===== src/rtl/wb_dcache_victim_buffer.sv =====
// Fully-associative victim buffer beside the write-back dcache.
// Catches evicted dcache lines and answers the controller's miss lookup, so a
// recently evicted line can be swapped back without a memory round trip.
// Has a single-entry write-back path for dirty lines it displaces, plus a full flush.
//
// Ports:
//   clk, rst            clock, asynchronous active-high reset
//   lookup_req_i/addr   lookup strobe and line address
//   victim_hit_o/line/dirty  registered lookup result (snapshot of hit entry)
//   take_i              controller consumes the hit entry
//   insert_i/addr/line/dirty  evicted dcache line; insert_ready_o accepts it
//   kill_i              drops the pending lookup result
//   flush_i             start flush; flush_done_o pulses on completion
//   vc2mem_*            write-back request (writes only); mem2vc_ack_i accepts it
module wb_dcache_victim_buffer #(
  parameter int unsigned VC_ENTRIES = 4,
  parameter int unsigned LADDR_BITS = 28,
  parameter int unsigned LINE_BITS  = 128
) (
  input  logic                  clk,
  input  logic                  rst,
  input  logic                  lookup_req_i,
  input  logic [LADDR_BITS-1:0] lookup_addr_i,
  output logic                  victim_hit_o,
  output logic [LINE_BITS-1:0]  victim_line_o,
  output logic                  victim_dirty_o,
  input  logic                  take_i,
  input  logic                  insert_i,
  input  logic [LADDR_BITS-1:0] insert_addr_i,
  input  logic [LINE_BITS-1:0]  insert_line_i,
  input  logic                  insert_dirty_i,
  output logic                  insert_ready_o,
  input  logic                  kill_i,
  input  logic                  flush_i,
  output logic                  flush_done_o,
  output logic                  vc2mem_req_o,
  output logic                  vc2mem_wr_o,
  output logic [LADDR_BITS-1:0] vc2mem_addr_o,
  output logic [LINE_BITS-1:0]  vc2mem_data_o,
  input  logic                  mem2vc_ack_i
);

  localparam int unsigned IDX_W = $clog2(VC_ENTRIES);
  localparam logic [IDX_W-1:0] LAST_IDX = IDX_W'(VC_ENTRIES - 1);

  typedef enum logic [2:0] {
    VC_IDLE,
    VC_WB,
    VC_FLUSH,
    VC_FLUSH_WB,
    VC_FLUSH_DONE
  } state_t;

  state_t state, state_d;

  // Entry storage
  logic [VC_ENTRIES-1:0] valid;
  logic [VC_ENTRIES-1:0] dirty;
  logic [LADDR_BITS-1:0] ent_addr [VC_ENTRIES];
  logic [LINE_BITS-1:0]  ent_line [VC_ENTRIES];

  logic [IDX_W-1:0]      fifo_ptr;
  logic [IDX_W-1:0]      hit_idx;
  logic [IDX_W-1:0]      scan_idx;
  logic                  flush_pend;
  logic [LADDR_BITS-1:0] wb_addr;
  logic [LINE_BITS-1:0]  wb_data;

  // Associative search results
  logic             lk_match;
  logic [IDX_W-1:0] lk_idx;
  logic             in_match;
  logic [IDX_W-1:0] in_idx;
  logic             free_found;
  logic [IDX_W-1:0] free_idx;

  // Per-cycle control decoded by the FSM
  logic             ins_fire;
  logic             take_fire;
  logic             ins_merge;
  logic             ins_evict;
  logic             evict_wb;
  logic [IDX_W-1:0] ins_idx;
  logic             flush_copy;
  logic             flush_clear;
  logic             lk_ok;
  logic             flush_next;

  // Lowest-index match / free slot: scan downwards so the lowest index wins
  always_comb begin
    lk_match   = 1'b0;
    lk_idx     = '0;
    in_match   = 1'b0;
    in_idx     = '0;
    free_found = 1'b0;
    free_idx   = '0;
    for (int i = int'(VC_ENTRIES) - 1; i >= 0; i--) begin
      if (valid[i] && (ent_addr[i] == lookup_addr_i)) begin
        lk_match = 1'b1;
        lk_idx   = IDX_W'(i);
      end
      if (valid[i] && (ent_addr[i] == insert_addr_i)) begin
        in_match = 1'b1;
        in_idx   = IDX_W'(i);
      end
      if (!valid[i]) begin
        free_found = 1'b1;
        free_idx   = IDX_W'(i);
      end
    end
  end

  // Next-state and control decode
  always_comb begin
    state_d        = state;
    insert_ready_o = (state == VC_IDLE) && !flush_i;
    ins_fire       = insert_i && insert_ready_o;
    take_fire      = take_i && victim_hit_o;
    ins_merge      = 1'b0;
    ins_evict      = 1'b0;
    evict_wb       = 1'b0;
    ins_idx        = fifo_ptr;
    flush_copy     = 1'b0;
    flush_clear    = 1'b0;

    // Slot selection: swap > same-address merge > free slot > FIFO victim
    if (ins_fire) begin
      if (take_fire) begin
        ins_idx = hit_idx;
      end else if (in_match) begin
        ins_merge = 1'b1;
        ins_idx   = in_idx;
      end else if (free_found) begin
        ins_idx = free_idx;
      end else begin
        ins_evict = 1'b1;
        ins_idx   = fifo_ptr;
        evict_wb  = dirty[fifo_ptr];
      end
    end

    case (state)
      VC_IDLE: begin
        if (flush_i) begin
          state_d = VC_FLUSH;
        end else if (evict_wb) begin
          state_d = VC_WB;
        end
      end
      VC_WB: begin
        if (mem2vc_ack_i) begin
          state_d = (flush_pend || flush_i) ? VC_FLUSH : VC_IDLE;
        end
      end
      VC_FLUSH: begin
        if (valid[scan_idx] && dirty[scan_idx]) begin
          flush_copy = 1'b1;
          state_d    = VC_FLUSH_WB;
        end else begin
          flush_clear = 1'b1;
          if (scan_idx == LAST_IDX) begin
            state_d = VC_FLUSH_DONE;
          end
        end
      end
      VC_FLUSH_WB: begin
        if (mem2vc_ack_i) begin
          state_d = (scan_idx == LAST_IDX) ? VC_FLUSH_DONE : VC_FLUSH;
        end
      end
      VC_FLUSH_DONE: state_d = VC_IDLE;
      default:       state_d = VC_IDLE;
    endcase

    lk_ok      = (state == VC_IDLE) || (state == VC_WB);
    flush_next = (state_d == VC_FLUSH) || (state_d == VC_FLUSH_WB) ||
                 (state_d == VC_FLUSH_DONE);
  end

  // State register
  always_ff @(posedge clk or posedge rst) begin
    if (rst) begin
      state <= VC_IDLE;
    end else begin
      state <= state_d;
    end
  end

  // Valid/dirty bits; later assignments override earlier ones (swap beats take)
  always_ff @(posedge clk or posedge rst) begin
    if (rst) begin
      valid <= '0;
      dirty <= '0;
    end else begin
      if (take_fire) begin
        valid[hit_idx] <= 1'b0;
        dirty[hit_idx] <= 1'b0;
      end
      if (flush_copy || flush_clear) begin
        valid[scan_idx] <= 1'b0;
        dirty[scan_idx] <= 1'b0;
      end
      if (ins_fire) begin
        valid[ins_idx] <= 1'b1;
        dirty[ins_idx] <= ins_merge ? (dirty[ins_idx] | insert_dirty_i) : insert_dirty_i;
      end
    end
  end

  // Entry payload, qualified by the valid bits so it needs no reset
  always_ff @(posedge clk) begin
    if (ins_fire) begin
      ent_addr[ins_idx] <= insert_addr_i;
      ent_line[ins_idx] <= insert_line_i;
    end
  end

  // Replacement pointer and flush scan index
  always_ff @(posedge clk or posedge rst) begin
    if (rst) begin
      fifo_ptr   <= '0;
      scan_idx   <= '0;
      flush_pend <= 1'b0;
    end else begin
      if (state == VC_FLUSH_DONE) begin
        fifo_ptr <= '0;
      end else if (ins_evict) begin
        fifo_ptr <= fifo_ptr + 1'b1;
      end

      if ((state_d == VC_FLUSH) && lk_ok) begin
        scan_idx <= '0;
      end else if (flush_clear || ((state == VC_FLUSH_WB) && mem2vc_ack_i)) begin
        scan_idx <= scan_idx + 1'b1;
      end

      // A flush requested during a write-back starts once it completes
      if (state == VC_WB) begin
        if (mem2vc_ack_i) begin
          flush_pend <= 1'b0;
        end else if (flush_i) begin
          flush_pend <= 1'b1;
        end
      end
    end
  end

  // Write-back holding register
  always_ff @(posedge clk or posedge rst) begin
    if (rst) begin
      wb_addr <= '0;
      wb_data <= '0;
    end else if (evict_wb) begin
      wb_addr <= ent_addr[fifo_ptr];
      wb_data <= ent_line[fifo_ptr];
    end else if (flush_copy) begin
      wb_addr <= ent_addr[scan_idx];
      wb_data <= ent_line[scan_idx];
    end
  end

  // Lookup result; the line/dirty outputs are a snapshot taken at lookup time
  always_ff @(posedge clk or posedge rst) begin
    if (rst) begin
      victim_hit_o   <= 1'b0;
      victim_line_o  <= '0;
      victim_dirty_o <= 1'b0;
      hit_idx        <= '0;
    end else begin
      if (!lk_ok || flush_next || kill_i) begin
        victim_hit_o <= 1'b0;
      end else if (lookup_req_i) begin
        victim_hit_o   <= lk_match;
        hit_idx        <= lk_idx;
        victim_line_o  <= ent_line[lk_idx];
        victim_dirty_o <= lk_match & dirty[lk_idx];
      end else if (take_fire) begin
        victim_hit_o <= 1'b0;
      end
    end
  end

  assign vc2mem_req_o  = (state == VC_WB) || (state == VC_FLUSH_WB);
  assign vc2mem_wr_o   = vc2mem_req_o;
  assign vc2mem_addr_o = wb_addr;
  assign vc2mem_data_o = wb_data;
  assign flush_done_o  = (state == VC_FLUSH_DONE);

endmodule

===== config.mk =====
export PLATFORM = sky130hd
export DESIGN_NAME = wb_dcache_victim_buffer
export DESIGN_NICKNAME = d
export VERILOG_FILES = /design/src/rtl/wb_dcache_victim_buffer.sv
export SDC_FILE = /design/constraint.sdc
export NUM_CORES = 2
export LEC_CHECK = 0
export ABC_AREA = 0
export BUFFER_PORTS_ARGS = -buffer_cell sky130_fd_sc_hd__buf_2
export CORE_MARGIN = 2
export CORE_UTILIZATION = 50
export DETAILED_ROUTE_END_ITERATION = 16
export GPL_TIMING_DRIVEN = 1
export PLACE_DENSITY = 0.7
export SLEW_MARGIN = 20
export SYNTH_ARGS = -nofsm -noshare
export SYNTH_HDL_FRONTEND = slang
export SYNTH_SLANG_ARGS = --single-unit

===== constraint.sdc =====
create_clock -name clk -period 14 [get_ports clk]
set_input_delay 2.8 -clock clk [delete_from_list [all_inputs] [get_ports clk]]
set_output_delay 2.8 -clock clk [all_outputs]
set_load 0.02 [all_outputs]

==> impl_metrics.yaml <==
status:
  status: "finished clean"
detailed_routing:
  wl_per_cell_um: 25.61
  drt_iter0_markers: 2750
  ant_nets: 0
  drc: 0
  drt-total-wl_um: 123600
  vias_per_cell: 6.013
  vias: 29026
  drt_first_pass_iters: 7
placement:
  placed_cell_area_mm2: 0.04891
  dp_hpwl_um: 77630
  dp_cells: 4616
  gp_routability_congestion: 0.9751
  pre_cts_ws_ns: 6.178
  portBuffers: 482
cts:
  path_clk_slew_ns: 0.06
  cts_resized: 0
  cts_hold_buf: 0
  cts_buffers: 100
  htreeDepth: 3
  clockBufferDepth: 3
  clkLatencyLatePin_ns: 0.70
  root_buffer: "clkbuf_16"
  cts_tree: "yes"
  cts_sinks: 928
  post-cts-setup-buffers: 0
logic_synthesis:
  async_reset_ff_share_pct: 32.76
  synthFlopType: "edfxtp_1"
  syn_nets: 3350
  synth_edf_count: 624
  synth_area_mm2: 0.04561
  yosysMostFrequentCell: "edfxtp_1"
  ys_types: 59
  synth_cells: 3153
  synth_common_cells: "edfxtp_1 (624), mux4_2 (313), dfrtp_1 (304)"
  postSynthAreaPerCell_um2: 14.47
  synthTopCellsByArea: "edfxtp_1 (41%), dfrtp_1 (17%), mux4_2 (15%)"
  synth_top_area_share_pct: 41.08
  synth_seq_area_share_pct: 57.76
  yosys_warnings: 0
  yosysTopAreaCell: "edfxtp_1"
  ys_ff_latch: 928
global_route:
  grt_pass1_wl_um: 184500
  antenna_found_initial: 30
  grt_max_degree: 205
  grt_usage_pct: 26.39
  grt_pass1_vias: 29235
  gr-total-overflow: 0
timing:
  setup_slack_ns: 7.242
  hold_viol_final: 0
  worstMarginPinSlew_ns: 1.296
  finalCritPeriodShare_pct: 48.27
  finClkSkew_ns: 0.04029
  slew_violations: 0
  timing.slew.headroom_pct: 13.58
  rsz0062_at_grt: "no"
  fmax_mhz: 148.0
  setup-tns-final_ns: 0
  setup_viol: 0
  fin_crit_ns: 6.758
  whs_ns: 0.4699
worst_setup_path:
  cp_data_required_time_ns: 14.31
  crit_family: "simple AND/OR/NAND/NOR gates"
  critPathSlowestCell: "buf_4"
  startpoint_type: "input pin"
  cp.arrival_ns: 7.06
  crit_path_max_incr_delay_ns: 0.79
  r2r_start: "ent_addr[3][2]"
  critical_path.startpoint: "insert_addr_i[4]"
  path_buf_inv: 3
  worstPathMaxFanout: 51
  crit_type: "in -> reg"
  setup.worst_path.end_class: "register"
  crit_chain: "buf_2 -> xnor2_1 -> nand4_1 -> or4_1 -> or4_4 -> o21ai_0 -> a21bo_2 -> nor3b_4 -> buf_4 -> buf_4"
  cp_common_cell: "buf_4"
power:
  leakage_nw: 18.37
  finalPower_mw: 10.04
  pwr_density_cell_mw_per_mm2: 191.7
  peakVddDrop_v: 0.0002131
floorplan:
  rows: 110
  start_util_pct: 50.59
  core_area_mm2: 0.09015
  die_h_um: 306.0
  boundaryPins: 483
  die_area_mm2: 0.09365
  die_w_um: 306.0
run:
  drv_cap: 0
worst_hold_path:
  hp-class: "reg -> reg"
  hold_path.startpoint: "victim_line_o[90]"
finish:
  finalNetCount: 3742
  fill_cells: 7084
  area_delta_synth_final_pct: 14.87
  post-route-util_pct: 58.11
  fin_cells: 4827
  layout-drive-gt1-share_pct: 31.24
  stdcell_area_mm2: 0.05239
## logic make-up after synthesis
family	count (synthesis)	synth area share [%]
AO/OA/AOI/OAI	464	5.363
XOR/XNOR	211	4.118
adder cells (fa/ha/maj)	4	0.1097
buffers and inverters	255	2.387
flip-flops	928	57.76
multiplexers	731	24.99
AND/OR/NAND/NOR	560	5.267
## worst min-delay path: cells and delay by family, from the launching register on
kind	cells	cell delay, ns
flops	1	0.34
simple gates	1	0.04
compound gates	1	0.06
## report_power, final
group / internal [mW] / total (mW) / leakage, nW / switching [mW]
logic: 1.50 / 3.37 / 7.46 / 1.87
clock network: 1.57 / 2.68 / 1.64 / 1.11
registers: 3.49 / 3.99 / 9.27 / 0.497
total: 6.56 / 10.0 / 18.4 / 3.48
## worst paths after layout
kind | end | slack (ns) | cells past startpoint
worst max-delay path | ent_line[1][52] | 7.24 | 10
worst min-delay path | victim_line_o[90] | 0.47 | 2
worst max register to register | victim_line_o[5] | 9.04 | 11
worst min register to register | victim_line_o[90] | 0.47 | 2
max in group asynchronous | vc2mem_addr_o[15] | 10.48 | 3
min in group asynchronous | victim_line_o[5] | 2.19 | 2
## placed cells by master (no fill, tap or decap), types with 11 or more instances in the layout
| cell | instances |
|---|---|
| a21oi_1 | 164 |
| buf_2 | 482 |
| buf_4 | 27 |
| clkbuf_1 | 32 |
| clkbuf_16 | 100 |
| clkinv_2 | 20 |
| dfrtp_1 | 300 |
| diode_2 | 18 |
| edfxtp_1 | 624 |
| inv_1 | 25 |
| mux2_2 | 131 |
| mux2i_1 | 286 |
| mux4_2 | 313 |
| nand2_1 | 279 |
| nand3_1 | 11 |
| nand4_1 | 28 |
| nor2_1 | 170 |
| nor4_1 | 32 |
| o21ai_0 | 238 |
| o21ai_1 | 27 |
| xnor2_1 | 109 |
| xor2_1 | 98 |
## layout make-up
type                            count  area, µm²  area share, %
Sequential cell                   928      26360          50.32
Inverter                           26      105.1         0.2006
Multi-Input combinational cell   1970      18230          34.80
Timing Repair Buffer              519       2821          5.386
Antenna cell                       18      45.04        0.08598
Clock inverter                     48      594.3          1.134
Clock buffer                      142       2760          5.269
Tap cell                         1176       1471          2.809
## sequential cells by signal, indices dropped and copies added (netlist names), 3 cells and up
| signal | cells |
|---|---|
| ent_addr | 112 |
| victim_line_o | 128 |
| valid | 4 |
| vc2mem_addr_o | 28 |
| dirty | 4 |
| state | 3 |
| ent_line | 512 |
| vc2mem_data_o | 128 |
## routing by layer
layer	wire length (µm)	global-route usage, %	part of all wire [%]	vias up
met5	92	0	0.074	-
met4	4451	10.36	3.6	14
met3	9749	5.592	7.9	254
met2	60530	43.74	49	1092
met1	48790	34.23	39	14793
li1	-	-	-	12873
No activity file was read; power rests on OpenSTA's default activity.
